[src/rtl/fetch_queue.sv]
// fetch_queue: in-order instruction fetch stage.
// Keeps up to MAX_OUTSTANDING reads in flight to instruction memory and buffers
// returned words in a DEPTH-entry queue ahead of a registered decode output.
// A redirect flushes the queue, restarts fetch at redirect_pc and drops the
// responses of reads that were already in flight.
//
// Ports:
//   clock, reset        rising-edge clock, asynchronous active-high reset
//   redirect            one-cycle PC change request, redirect_pc = new address
//   address_enable      read request issued this cycle, address = read address
//   data_valid, data    in-order read response from memory
//   hold                decode stall, freezes the valid output
//   is_valid            instruction/pc valid to decode
//   instruction, pc     fetched word and its address
//   queue_count         occupied queue entries
module fetch_queue #(
    parameter int unsigned      WIDTH           = 32,
    parameter int unsigned      DEPTH           = 4,
    parameter int unsigned      MAX_OUTSTANDING = 2,
    parameter int unsigned      PC_STEP         = 4,
    parameter logic [WIDTH-1:0] RESET_PC        = '0,
    parameter logic [WIDTH-1:0] NOP_WORD        = '0
) (
    input  logic                       clock,
    input  logic                       reset,
    input  logic                       redirect,
    input  logic [WIDTH-1:0]           redirect_pc,
    output logic                       address_enable,
    output logic [WIDTH-1:0]           address,
    input  logic                       data_valid,
    input  logic [WIDTH-1:0]           data,
    input  logic                       hold,
    output logic                       is_valid,
    output logic [WIDTH-1:0]           instruction,
    output logic [WIDTH-1:0]           pc,
    output logic [$clog2(DEPTH+1)-1:0] queue_count
);

    localparam int unsigned PW = $clog2(DEPTH);
    localparam int unsigned CW = $clog2(DEPTH + 1);
    localparam int unsigned OW = $clog2(MAX_OUTSTANDING + 1);
    localparam int unsigned TW = (MAX_OUTSTANDING > 1) ? $clog2(MAX_OUTSTANDING) : 1;

    logic [WIDTH-1:0] r_fetch_pc;
    logic [OW-1:0]    r_outstanding;
    logic [OW-1:0]    r_discard;

    logic [WIDTH-1:0] r_tag [MAX_OUTSTANDING];
    logic [TW-1:0]    r_tag_wr;
    logic [TW-1:0]    r_tag_rd;

    logic [WIDTH-1:0] r_q_data [DEPTH];
    logic [WIDTH-1:0] r_q_pc   [DEPTH];
    logic [PW-1:0]    r_wr_ptr;
    logic [PW-1:0]    r_rd_ptr;
    logic [CW-1:0]    r_count;

    logic             r_valid;
    logic [WIDTH-1:0] r_instr;
    logic [WIDTH-1:0] r_pc;

    logic             w_issue;
    logic             w_resp;
    logic             w_push;
    logic             w_load;
    logic             w_pop;
    logic [31:0]      w_live;

    // Tag FIFO depth need not be a power of two, so wrap explicitly.
    function automatic logic [TW-1:0] tag_next(input logic [TW-1:0] p);
        return (p == TW'(MAX_OUTSTANDING - 1)) ? '0 : p + TW'(1);
    endfunction

    // Queue entries plus every request whose response will be kept: issuing
    // only below DEPTH guarantees a response always finds a free slot.
    assign w_live  = 32'(r_count) + 32'(r_outstanding) - 32'(r_discard);
    assign w_issue = !reset && !redirect && (32'(r_outstanding) < 32'(MAX_OUTSTANDING))
                     && (w_live < 32'(DEPTH));
    // A response with nothing outstanding is a protocol error and is ignored.
    assign w_resp  = data_valid && (r_outstanding != '0);
    assign w_push  = w_resp && !redirect && (r_discard == '0);
    assign w_load  = !r_valid || !hold;
    assign w_pop   = w_load && (r_count != '0) && !redirect;

    assign address_enable = w_issue;
    assign address        = r_fetch_pc;
    assign is_valid       = r_valid;
    assign instruction    = r_instr;
    assign pc             = r_pc;
    assign queue_count    = r_count;

    always_ff @(posedge clock or posedge reset) begin
        if (reset) begin
            r_fetch_pc    <= RESET_PC;
            r_outstanding <= '0;
            r_discard     <= '0;
            r_tag_wr      <= '0;
            r_tag_rd      <= '0;
            r_wr_ptr      <= '0;
            r_rd_ptr      <= '0;
            r_count       <= '0;
            r_valid       <= 1'b0;
            r_instr       <= NOP_WORD;
            r_pc          <= '0;
        end else begin
            if (redirect) begin
                r_fetch_pc <= redirect_pc;
            end else if (w_issue) begin
                r_fetch_pc <= r_fetch_pc + WIDTH'(PC_STEP);
            end

            case ({w_issue, w_resp})
                2'b10:   r_outstanding <= r_outstanding + OW'(1);
                2'b01:   r_outstanding <= r_outstanding - OW'(1);
                default: ;
            endcase

            // Everything still in flight after this cycle is stale.
            if (redirect) begin
                r_discard <= r_outstanding - OW'(w_resp);
            end else if (w_resp && (r_discard != '0)) begin
                r_discard <= r_discard - OW'(1);
            end

            if (w_issue) r_tag_wr <= tag_next(r_tag_wr);
            if (w_resp)  r_tag_rd <= tag_next(r_tag_rd);

            if (redirect) begin
                r_wr_ptr <= '0;
                r_rd_ptr <= '0;
                r_count  <= '0;
            end else begin
                if (w_push) r_wr_ptr <= r_wr_ptr + PW'(1);
                if (w_pop)  r_rd_ptr <= r_rd_ptr + PW'(1);
                case ({w_push, w_pop})
                    2'b10:   r_count <= r_count + CW'(1);
                    2'b01:   r_count <= r_count - CW'(1);
                    default: ;
                endcase
            end

            // Redirect overrides hold; an empty queue keeps the last word/pc.
            if (redirect) begin
                r_valid <= 1'b0;
            end else if (w_load) begin
                r_valid <= (r_count != '0);
                if (r_count != '0) begin
                    r_instr <= r_q_data[r_rd_ptr];
                    r_pc    <= r_q_pc[r_rd_ptr];
                end
            end
        end
    end

    // Payload storage needs no reset; validity is carried by the pointers.
    always_ff @(posedge clock) begin
        if (w_issue) r_tag[r_tag_wr] <= r_fetch_pc;
        if (w_push) begin
            r_q_data[r_wr_ptr] <= data;
            r_q_pc[r_wr_ptr]   <= r_tag[r_tag_rd];
        end
    end

endmodule

[config.mk]
export PLATFORM = sky130hd
export DESIGN_NAME = fetch_queue
export DESIGN_NICKNAME = d
export VERILOG_FILES = /design/src/rtl/fetch_queue.sv
export SDC_FILE = /design/constraint.sdc
export NUM_CORES = 1
export LEC_CHECK = 0
export CAP_MARGIN = 40
export CORE_MARGIN = 5
export CORE_UTILIZATION = 55
export CTS_BUF_LIST = sky130_fd_sc_hd__clkbuf_8
export CTS_CLUSTER_DIAMETER = 150
export CTS_CLUSTER_SIZE = 20
export DETAILED_ROUTE_END_ITERATION = 8
export GPL_TIMING_DRIVEN = 0
export PLACE_DENSITY = 0.78
export SLEW_MARGIN = 20
export SYNTH_ARGS = -nofsm -noshare
export SYNTH_HDL_FRONTEND = slang
export SYNTH_SLANG_ARGS = --single-unit
[constraint.sdc]
create_clock -name clock -period 6.3 [get_ports clock]
set_input_delay 1.89 -clock clock [delete_from_list [all_inputs] [get_ports clock]]
set_output_delay 1.89 -clock clock [all_outputs]
set_load 0.005 [all_outputs]
==> out/results.ini <==
[outcome]
outcome=complete, no violations

[floorplan]
initial_core_util_pct=56.1
die_area_um2=34000
core-area_um2=29900
die_w_um=184
ios=170
rows=63
die_h_um=184

[sta]
timing.fmax_mhz=170
slew_headroom_pct=45.1
maxSlewViolCount=0
post-route-period-util_pct=93.3
fin_skew_ps=25.9
rsz0062_at_grt=no
finalCriticalPeriod_ps=5880
worst_slew_pin_slew_ps=823
hold_violations=0
setup_tns_ps=0
finalSetupViolCount=0

[worst_setup_path]
worst_ep_required_time_ps=4410
crit_arrival_ps=3990
start_kind=input pin
worstSetupPathType=in -> out
critPathCaptureType=output pin
crit_fanout=10

[route]
via_per_inst=5.66
dr.pass1.iters=5
wl_um=32100
drc=0
via_count=8478
wire_per_inst_um=21.5
ant_nets=0
drt_iter0_drc=621

[cells_and_area]
nFillCells=2046
final_util_pct=65.7
area_delta_synth_final_pct=17.2
final_common_cell=edfxtp_1
diodes=0
nets=1174
final_cell_mix=320 x edfxtp_1, 166 x clkdlybuf4s50_1, 110 x dfrtp_1, 104 x mux2_2, 64 x mux4_2
drive_above_1_share_pct=21.0

[yosys]
synth_edf_count=320
ys_seq_area_share_pct=73.8
yosysWarnings=0
avgSynthCellArea_um2=19.0
syn-num-nets=963
ys_async_sr_fraction_pct=25.6
syn_inst=880
netlist_area_um2=16700
ys_seq_elements=430
synth_cell_type_count=49
synth_top_flop_cell=edfxtp_1

[power]
p_per_area_nw_per_um2=354
vdd_drop_max_mv=0.176
power_leakage_nw=6.63

[clock_tree]
path_clk_slew_ps=120
clock-sinks=430
cts_root_buf=clkbuf_8
cts_tree=done
cts_setup_buffers=0
htreeDepth=1
clkLatencyLatePin_ps=570
cts.path.max_buffers=3
cts_buffers=25
postCtsHoldBufs=0

[global_routing]
grt_max_degree=65
grt_pass1_wl_um=50400
grt_pass1_vias=8909
grt.total_usage_pct=19.0
overflow=0
grt_antenna_before_repair=0

[run]
max-cap-violations=0

[placed_design]
gp_congestion=0.840
io_buffers=168
dpl.hpwl_um=21200

[worst_hold_path]
hp-class=reg -> reg

==> Yosys cell counts (3+ instances only) <==
cell type | number | area (µm²)
or4_1 | 3 | 22.5
inv_1 | 18 | 67.6
clkbuf_1 | 29 | 109
a21oi_1 | 13 | 65.1
nor3_1 | 5 | 25.0
edfxtp_1 | 320 | 9610
ha_1 | 12 | 150
mux2_2 | 104 | 1170
a2111oi_2 | 4 | 60.1
mux2i_1 | 3 | 30.0
and4_1 | 5 | 43.8
o21ai_1 | 4 | 20.0
nand4_1 | 9 | 56.3
and3_1 | 3 | 18.8
dfrtp_1 | 110 | 2750
xor2_1 | 10 | 87.6
a211oi_1 | 3 | 22.5
buf_1 | 10 | 37.5
and2_1 | 6 | 37.5
nor2_1 | 18 | 67.6
o21ai_0 | 15 | 75.1
nand3_1 | 15 | 75.1
mux4_2 | 64 | 1440
nand2_1 | 39 | 146
xnor2_1 | 26 | 228
==> layout make-up <==
class                           instances  area, µm²  area share (%)
Tap cell                              390        488            2.49
Sequential cell                       430      12400            63.0
Clock inverter                         18       75.1           0.383
Clock buffer                           25        344            1.75
Timing Repair Buffer                  184       1940            9.88
Inverter                               19       76.3           0.389
Buffer                                 42        168           0.855
Multi-Input combinational cell        389       4170            21.2
==> logic make-up after synthesis <==
kind of cell	Yosys count	share of synthesized area, %
xor gates and xnor gates	36	1.88
AOI/OAI and AO/OA	59	2.75
muxes	171	15.8
DFF	430	73.8
buffers and inverters	61	1.43
and+or+nand+nor	109	3.21
adders and majority gates	14	1.14
==> worst max-delay path, cell delays in order <==
cell and delay, ps:
dlygate4sd2_1 290, or4_1 510, or4_1 500, buf_2 180
buf_6 170, and2_4 170, nor2_4 120, dlymetal6s2s_1 150
==> timing repair <==
item,CTS,global route
gates resized for setup,3,1
pin swaps,0,0
setup endpoints to repair,1,1
==> stage by stage <==
step / hold WS, ps / area, µm² / setup WS (ps) / std cells / power (mW)
global placement: 473 / 18900 / -1590 / 1438 / 5.76
finish: 519 / 19600 / 422 / 1497 / 6.94
CTS: 523 / 19600 / 27.2 / 1496 / 7.04
floorplan: 457 / 16700 / 326 / 880 / 4.89
global route: 535 / 19600 / 311 / 1497 / 7.32
detailed placement: 495 / 19200 / -366 / 1453 / 5.87
==> state kept, by name, summed over array words and instances (netlist names) <==
name,flops
r_tag,64
is_valid,1
r_rd_ptr,2
r_wr_ptr,2
r_tag_wr,1
address,32
r_tag_rd,1
pc,32
r_discard,2
queue_count,3
r_q_pc,128
r_outstanding,2
instruction,32
r_q_data,128
==> final timing paths <==
path                                start          endpoint  slack (ps)  cells past startpoint
min in group asynchronous           reset      r_discard[0]        1550                      2
max                                 reset    address_enable         420                      8
min                                pc[16]            pc[16]         520                      1
max in group asynchronous           reset             pc[5]        4030                      3
max reg2reg                queue_count[1]  r_outstanding[1]        2470                     13
min reg2reg                        pc[16]            pc[16]         520                      1
==> where the power goes <==
| group | internal, mW | switching, mW | leakage [nW] |
|---|---|---|---|
| Clock | 0.378 | 0.802 | 0.276 |
| Sequential | 3.48 | 0.215 | 4.19 |
| Combinational | 1.20 | 0.868 | 2.16 |
==> layer usage <==
layer  wire [µm]  global-route usage, %  part of all wire, %  vias up
li1            -                      -                    -     3836
met1       14100                   28.0                   44     4361
met2       15700                   31.4                   49      246
met3        1710                   2.72                  5.3       35
met4         565                   3.52                  1.8        0
met5           0                      0                    0        -
No activity file was read; power rests on OpenSTA's default activity.
